**config.mk**
```make
export PLATFORM = sky130hd
export DESIGN_NAME = nibble_bus_ctrl
export DESIGN_NICKNAME = d
export VERILOG_FILES = /design/src/rtl/nibble_bus_ctrl.sv
export SDC_FILE = /design/constraint.sdc
export NUM_CORES = 1
export LEC_CHECK = 0
export BUFFER_PORTS_ARGS = -buffer_cell sky130_fd_sc_hd__buf_2
export CORE_MARGIN = 4
export CORE_UTILIZATION = 35
export CTS_CLUSTER_DIAMETER = 200
export CTS_CLUSTER_SIZE = 30
export DETAILED_ROUTE_END_ITERATION = 8
export SYNTH_ARGS = -nofsm -noshare
export SYNTH_HDL_FRONTEND = slang
export SYNTH_SLANG_ARGS = --single-unit
```
**constraint.sdc**
```tcl
create_clock -name clk -period 1.3 [get_ports clk]
set_input_delay 0.26 -clock clk [delete_from_list [all_inputs] [get_ports clk]]
set_output_delay 0.26 -clock clk [all_outputs]
set_load 0.005 [all_outputs]
```
**src/rtl/nibble_bus_ctrl.sv**
```systemverilog
// Round-robin sequencer for the shared 4-bit memory port (fetch vs operand).
// Define NIBBLE_BUS_CTRL_BYTE_EN to assemble bytes from two consecutive nibbles.
module nibble_bus_ctrl #(
  parameter int WAIT_CYCLES = 0
) (
  input  logic       clk,
  input  logic       reset,
  input  logic       f_req,
  input  logic [3:0] f_addr,
  input  logic       f_size,
  output logic       f_ack,
  input  logic       d_req,
  input  logic [3:0] d_addr,
  input  logic       d_size,
  output logic       d_ack,
  output logic [7:0] rdata,
  output logic [3:0] mem_addr,
  input  logic [3:0] mem_data,
  output logic       mem_rd,
  output logic       busy
);

  typedef enum logic [1:0] {S_IDLE, S_WAIT, S_ACK} state_t;

  localparam logic [2:0] WAIT_INIT = 3'(WAIT_CYCLES);

  state_t     state_q, state_d;
  logic       last_d_q, last_d_d;
  logic       id_q, id_d;
  logic [3:0] addr_q, addr_d;
  logic [2:0] cnt_q, cnt_d;
  logic [3:0] mem_addr_q, mem_addr_d;
  logic [7:0] rdata_q, rdata_d;
  logic       grant_f, grant_d;

`ifdef NIBBLE_BUS_CTRL_BYTE_EN
  logic       size_q, size_d;
  logic       phase_q, phase_d;
`else
  logic       unused_size;
  assign unused_size = f_size ^ d_size;
`endif

  // A tie goes to whichever requester was not served last.
  assign grant_f = f_req & (~d_req | last_d_q);
  assign grant_d = d_req & ~grant_f;

  always_comb begin
    state_d    = state_q;
    last_d_d   = last_d_q;
    id_d       = id_q;
    addr_d     = addr_q;
    cnt_d      = cnt_q;
    mem_addr_d = mem_addr_q;
    rdata_d    = rdata_q;
`ifdef NIBBLE_BUS_CTRL_BYTE_EN
    size_d     = size_q;
    phase_d    = phase_q;
`endif
    case (state_q)
      S_IDLE: begin
        if (grant_f || grant_d) begin
          id_d       = grant_d;
          last_d_d   = grant_d;
          addr_d     = grant_d ? d_addr : f_addr;
          mem_addr_d = grant_d ? d_addr : f_addr;
          cnt_d      = WAIT_INIT;
          state_d    = S_WAIT;
`ifdef NIBBLE_BUS_CTRL_BYTE_EN
          size_d     = grant_d ? d_size : f_size;
          phase_d    = 1'b0;
`endif
        end
      end
      S_WAIT: begin
        if (cnt_q != 3'd0) begin
          cnt_d = cnt_q - 3'd1;
        end else begin
`ifdef NIBBLE_BUS_CTRL_BYTE_EN
          if (!phase_q) begin
            rdata_d[3:0] = mem_data;
            if (size_q) begin
              mem_addr_d = addr_q + 4'd1;
              cnt_d      = WAIT_INIT;
              phase_d    = 1'b1;
            end else begin
              rdata_d[7:4] = 4'h0;
              state_d      = S_ACK;
            end
          end else begin
            rdata_d[7:4] = mem_data;
            state_d      = S_ACK;
          end
`else
          rdata_d = {4'h0, mem_data};
          state_d = S_ACK;
`endif
        end
      end
      S_ACK:   state_d = S_IDLE;
      default: state_d = S_IDLE;
    endcase
  end

  always_ff @(posedge clk) begin
    if (reset) begin
      state_q    <= S_IDLE;
      last_d_q   <= 1'b1;
      mem_addr_q <= 4'h0;
      rdata_q    <= 8'h00;
    end else begin
      state_q    <= state_d;
      last_d_q   <= last_d_d;
      mem_addr_q <= mem_addr_d;
      rdata_q    <= rdata_d;
    end
  end

  // Transaction context needs no reset: it is rewritten on every grant.
  always_ff @(posedge clk) begin
    id_q   <= id_d;
    addr_q <= addr_d;
    cnt_q  <= cnt_d;
`ifdef NIBBLE_BUS_CTRL_BYTE_EN
    size_q  <= size_d;
    phase_q <= phase_d;
`endif
  end

  assign f_ack    = (state_q == S_ACK) && !id_q;
  assign d_ack    = (state_q == S_ACK) &&  id_q;
  assign mem_rd   = (state_q == S_WAIT);
  assign busy     = (state_q != S_IDLE);
  assign mem_addr = mem_addr_q;
  assign rdata    = rdata_q;

endmodule

```
==> metrics.md <==
| Metric | Value |
|---|---|
| Area share of the largest cell type after synthesis | `29.4%` |
| Crit-path leading delay family | `flip-flops` |
| Largest net degree at the start of global routing | `12` |
| Gate Count Post-Synth | `69` |
| Failing checks | `setup timing` |
| Register area share after synthesis | `45.4%` |
| NetSw | `0.547 mW` |
| CTS tree | `done` |
| Post-synth top cells | `dfxtp_1 (11), mux2i_1 (8), nor2_1 (7)` |
| Status | `finished with violations` |
| Yosys warnings | `0` |
| Synth area leader | `dfxtp_1` |
| Setup Skew | `0.00368 ns` |
| FMAX | `767 MHz` |
| First-pass GRT wire length | `2.28 mm` |
| Vias/cell | `4.44` |
| Maximum root-to-sink buffer count | `2` |
| I/O Buffers | `27` |
| Non-Filler Instances | `131` |
| Buf+Inv Stages, Crit Path | `2` |
| Total wire length | `1.47 mm` |
| Final setup margin | `-0.00405 ns` |
| Global router's overall resource usage | `11.1%` |
| Critical path startpoint category | `flop` |
| DRC violations left | `0` |
| Max-slew violations | `0` |
| Clock Power Share | `15.5%` |
| Worst Path Required | `1.04 ns` |
| PD cells | `1710 nW/µm²` |
| First-pass iteration count of the detailed router | `3` |
| Fin area | `997 µm²` |
| Dominant synthesized flop cell | `dfxtp_1` |
| Dpl cell area | `928 µm²` |
| LEAKAGE | `0.464 nW` |
| Place WS | `-0.0671 ns` |
| Setup crit end kind | `output port` |
| H-tree Lvls | `1` |
| Final setup vio count | `1` |
| Reg2reg path depth | `5` |
| Die area | `2950 µm²` |
| Seq pwr share | `41.1%` |
| Clock Latency Late Sink | `0.28 ns` |
| Synth area leaders | `dfxtp_1 (29%), edfxtp_1 (16%), mux2i_1 (11%), a211oi_2 (6.7%), buf_4 (5.0%)` |
| # nets final | `125` |
| Post-synth EDFFs | `4` |
| Final Util | `49.8%` |
| Setup CP Type | `reg -> out` |
| Hold Crit Depth | `3` |
| Routability cong. | `0.686` |
| Combinational share of power | `43.4%` |
| Clock Tree Root | `clkbuf_4` |
| FF-to-FF setup slack | `0.01 ns` |
| RSZ-0062 raised after global routing | `yes` |
| Critical Path Stages | `3` |
| Crit Path Max Fanout | `4` |
| Area Overhead vs Synth | `33.1%` |
| Ys async rst share | `0%` |
| Min Hold Slack | `0.211 ns` |
| Cts bufs inserted | `3` |
| FP Rows | `16` |
| CTS Sinks | `15` |
| Worst VDD drop | `752 µV` |
| Chip Width | `54.3 µm` |
| Starting density of the core | `37.4%` |
| Final ANT Viol Nets | `0` |
| # diodes | `0` |
| P_int | `1.16 mW` |
| Hold Crit Class | `in -> reg` |
| Netlist cell types | `26` |
| Crit-path max cell delay | `0.37 ns` |
| I/O pin cnt | `34` |
| Setup_tns | `-0.00405 ns` |
| Total grt overflow | `0` |
| Max-Cap Viols | `0` |
| Min Tclk post-route | `1.30 ns` |
| CP cell instances | `buf_6 > and3b_1 > buf_2` |
| Top-count cell post-synth | `dfxtp_1` |
| Fin. Hold Viols | `0` |
| Number of global-route vias before repair | `546` |
| Initial antenna violation count | `0` |
| Routed len/inst | `11.2 µm` |
| Via count | `582` |
| DP HPWL | `1.09 mm` |
| CP max-delay cell | `dfxtp_2` |
| Iter 0 DRT Violations | `7` |
| Yosys reg bits | `15` |
| Register clock-pin slew on the reported worst setup and hold paths | `0.09 ns` |
| Fraction of layout cells with a size suffix above 1 | `51.9%` |
| Synth Cell Area | `749 µm²` |
| Avg Cell Area, Syn | `10.9 µm²` |
| Cell count after placement | `125` |
| CP arrival | `1.04 ns` |
| Switching fraction of total power | `32.1%` |
| Total power | `1.70 mW` |
| Die H | `54.3 µm` |
| Area of the core | `2000 µm²` |
| Tcrit/Tclk final | `100%` |
[state kept, by name, summed over array words and instances (netlist names)]
signal	cells
cnt_q	3
mem_addr	4
last_d_q	1
state_q	2
id_q	1
rdata	4
[cells in the final DEF (no fill, tap or decap), drive strengths merged]
master	count
clkbuf	4
a221o	1
edfxtp	4
nor2	8
xnor2	1
inv	5
nor3	1
nand2b	1
nor2b	3
nand2	1
a21oi	4
mux2i	8
ha	2
nor3b	1
dfxtp	11
and4bb	1
a311oi	1
buf	35
conb	4
and3b	1
and2	1
a211oi	4
or2	1
a21boi	1
[layout make-up]
| type | count | area (µm²) |
|---|---|---|
| clock buffers | 4 | 26.3 |
| fillers | 204 | 1000 |
| inverters | 5 | 18.8 |
| multi-input cells | 45 | 377 |
| flip-flops and latches | 15 | 343 |
| well taps | 27 | 33.8 |
| repair buffers | 35 | 199 |
[power groups by stage]
| stage | clock (mW) | combinational, mW | sequential, mW |
|---|---|---|---|
| 2_1_floorplan | 0 | 0.414 | 0.698 |
| 3_3_place_gp | 0 | 0.637 | 0.695 |
| 3_5_place_dp | 0 | 0.642 | 0.701 |
| 4_1_cts | 0.282 | 0.701 | 0.696 |
| 5_1_grt | 0.304 | 0.825 | 0.718 |
| 6_report | 0.264 | 0.739 | 0.701 |
[final timing paths]
check             end   startpoint
max             d_ack   state_q[0]
min          rdata[2]  mem_data[2]
max reg2reg  rdata[1]     cnt_q[0]
min reg2reg  rdata[0]     rdata[0]
[layer usage]
layer	wire length (µm)	track usage (%)	vias to the layer above
li1	-	-	299
met1	666	13.9	264
met2	690	16.7	17
met3	104	3.27	2
met4	12	6.22	0
met5	0	0	-
[cell families (layout without fill, tap and decap cells)]
family                     after synthesis  after routing  synth area share [%]
and+or+nand+nor                         19             19                  15.0
DFF                                     15             15                  45.4
buffers and inverters                   12             44                  9.52
AOI/OAI and AO/OA                       11             11                  14.4
muxes                                    8              8                  10.7
adders and majority gates                2              2                  3.34
other                                    1              4                 0.500
xor gates and xnor gates                 1              1                  1.17
[timing repair]
action / CTS / global route
gates resized for setup: 6 / 3
hold buffers: 0 / 0
pin swaps: 2 / 1
endpoints found under the setup margin: 11 / 12
setup buffers: 2 / 0
[worst register-to-register path, cell delays in order (launching register included)]
cell,delay [ns]
edfxtp_1,0.41
inv_2,0.10
ha_4,0.14
and4bb_4,0.29
mux2i_1,0.20
nor2_1,0.05
(Power assumes the default switching activity.)
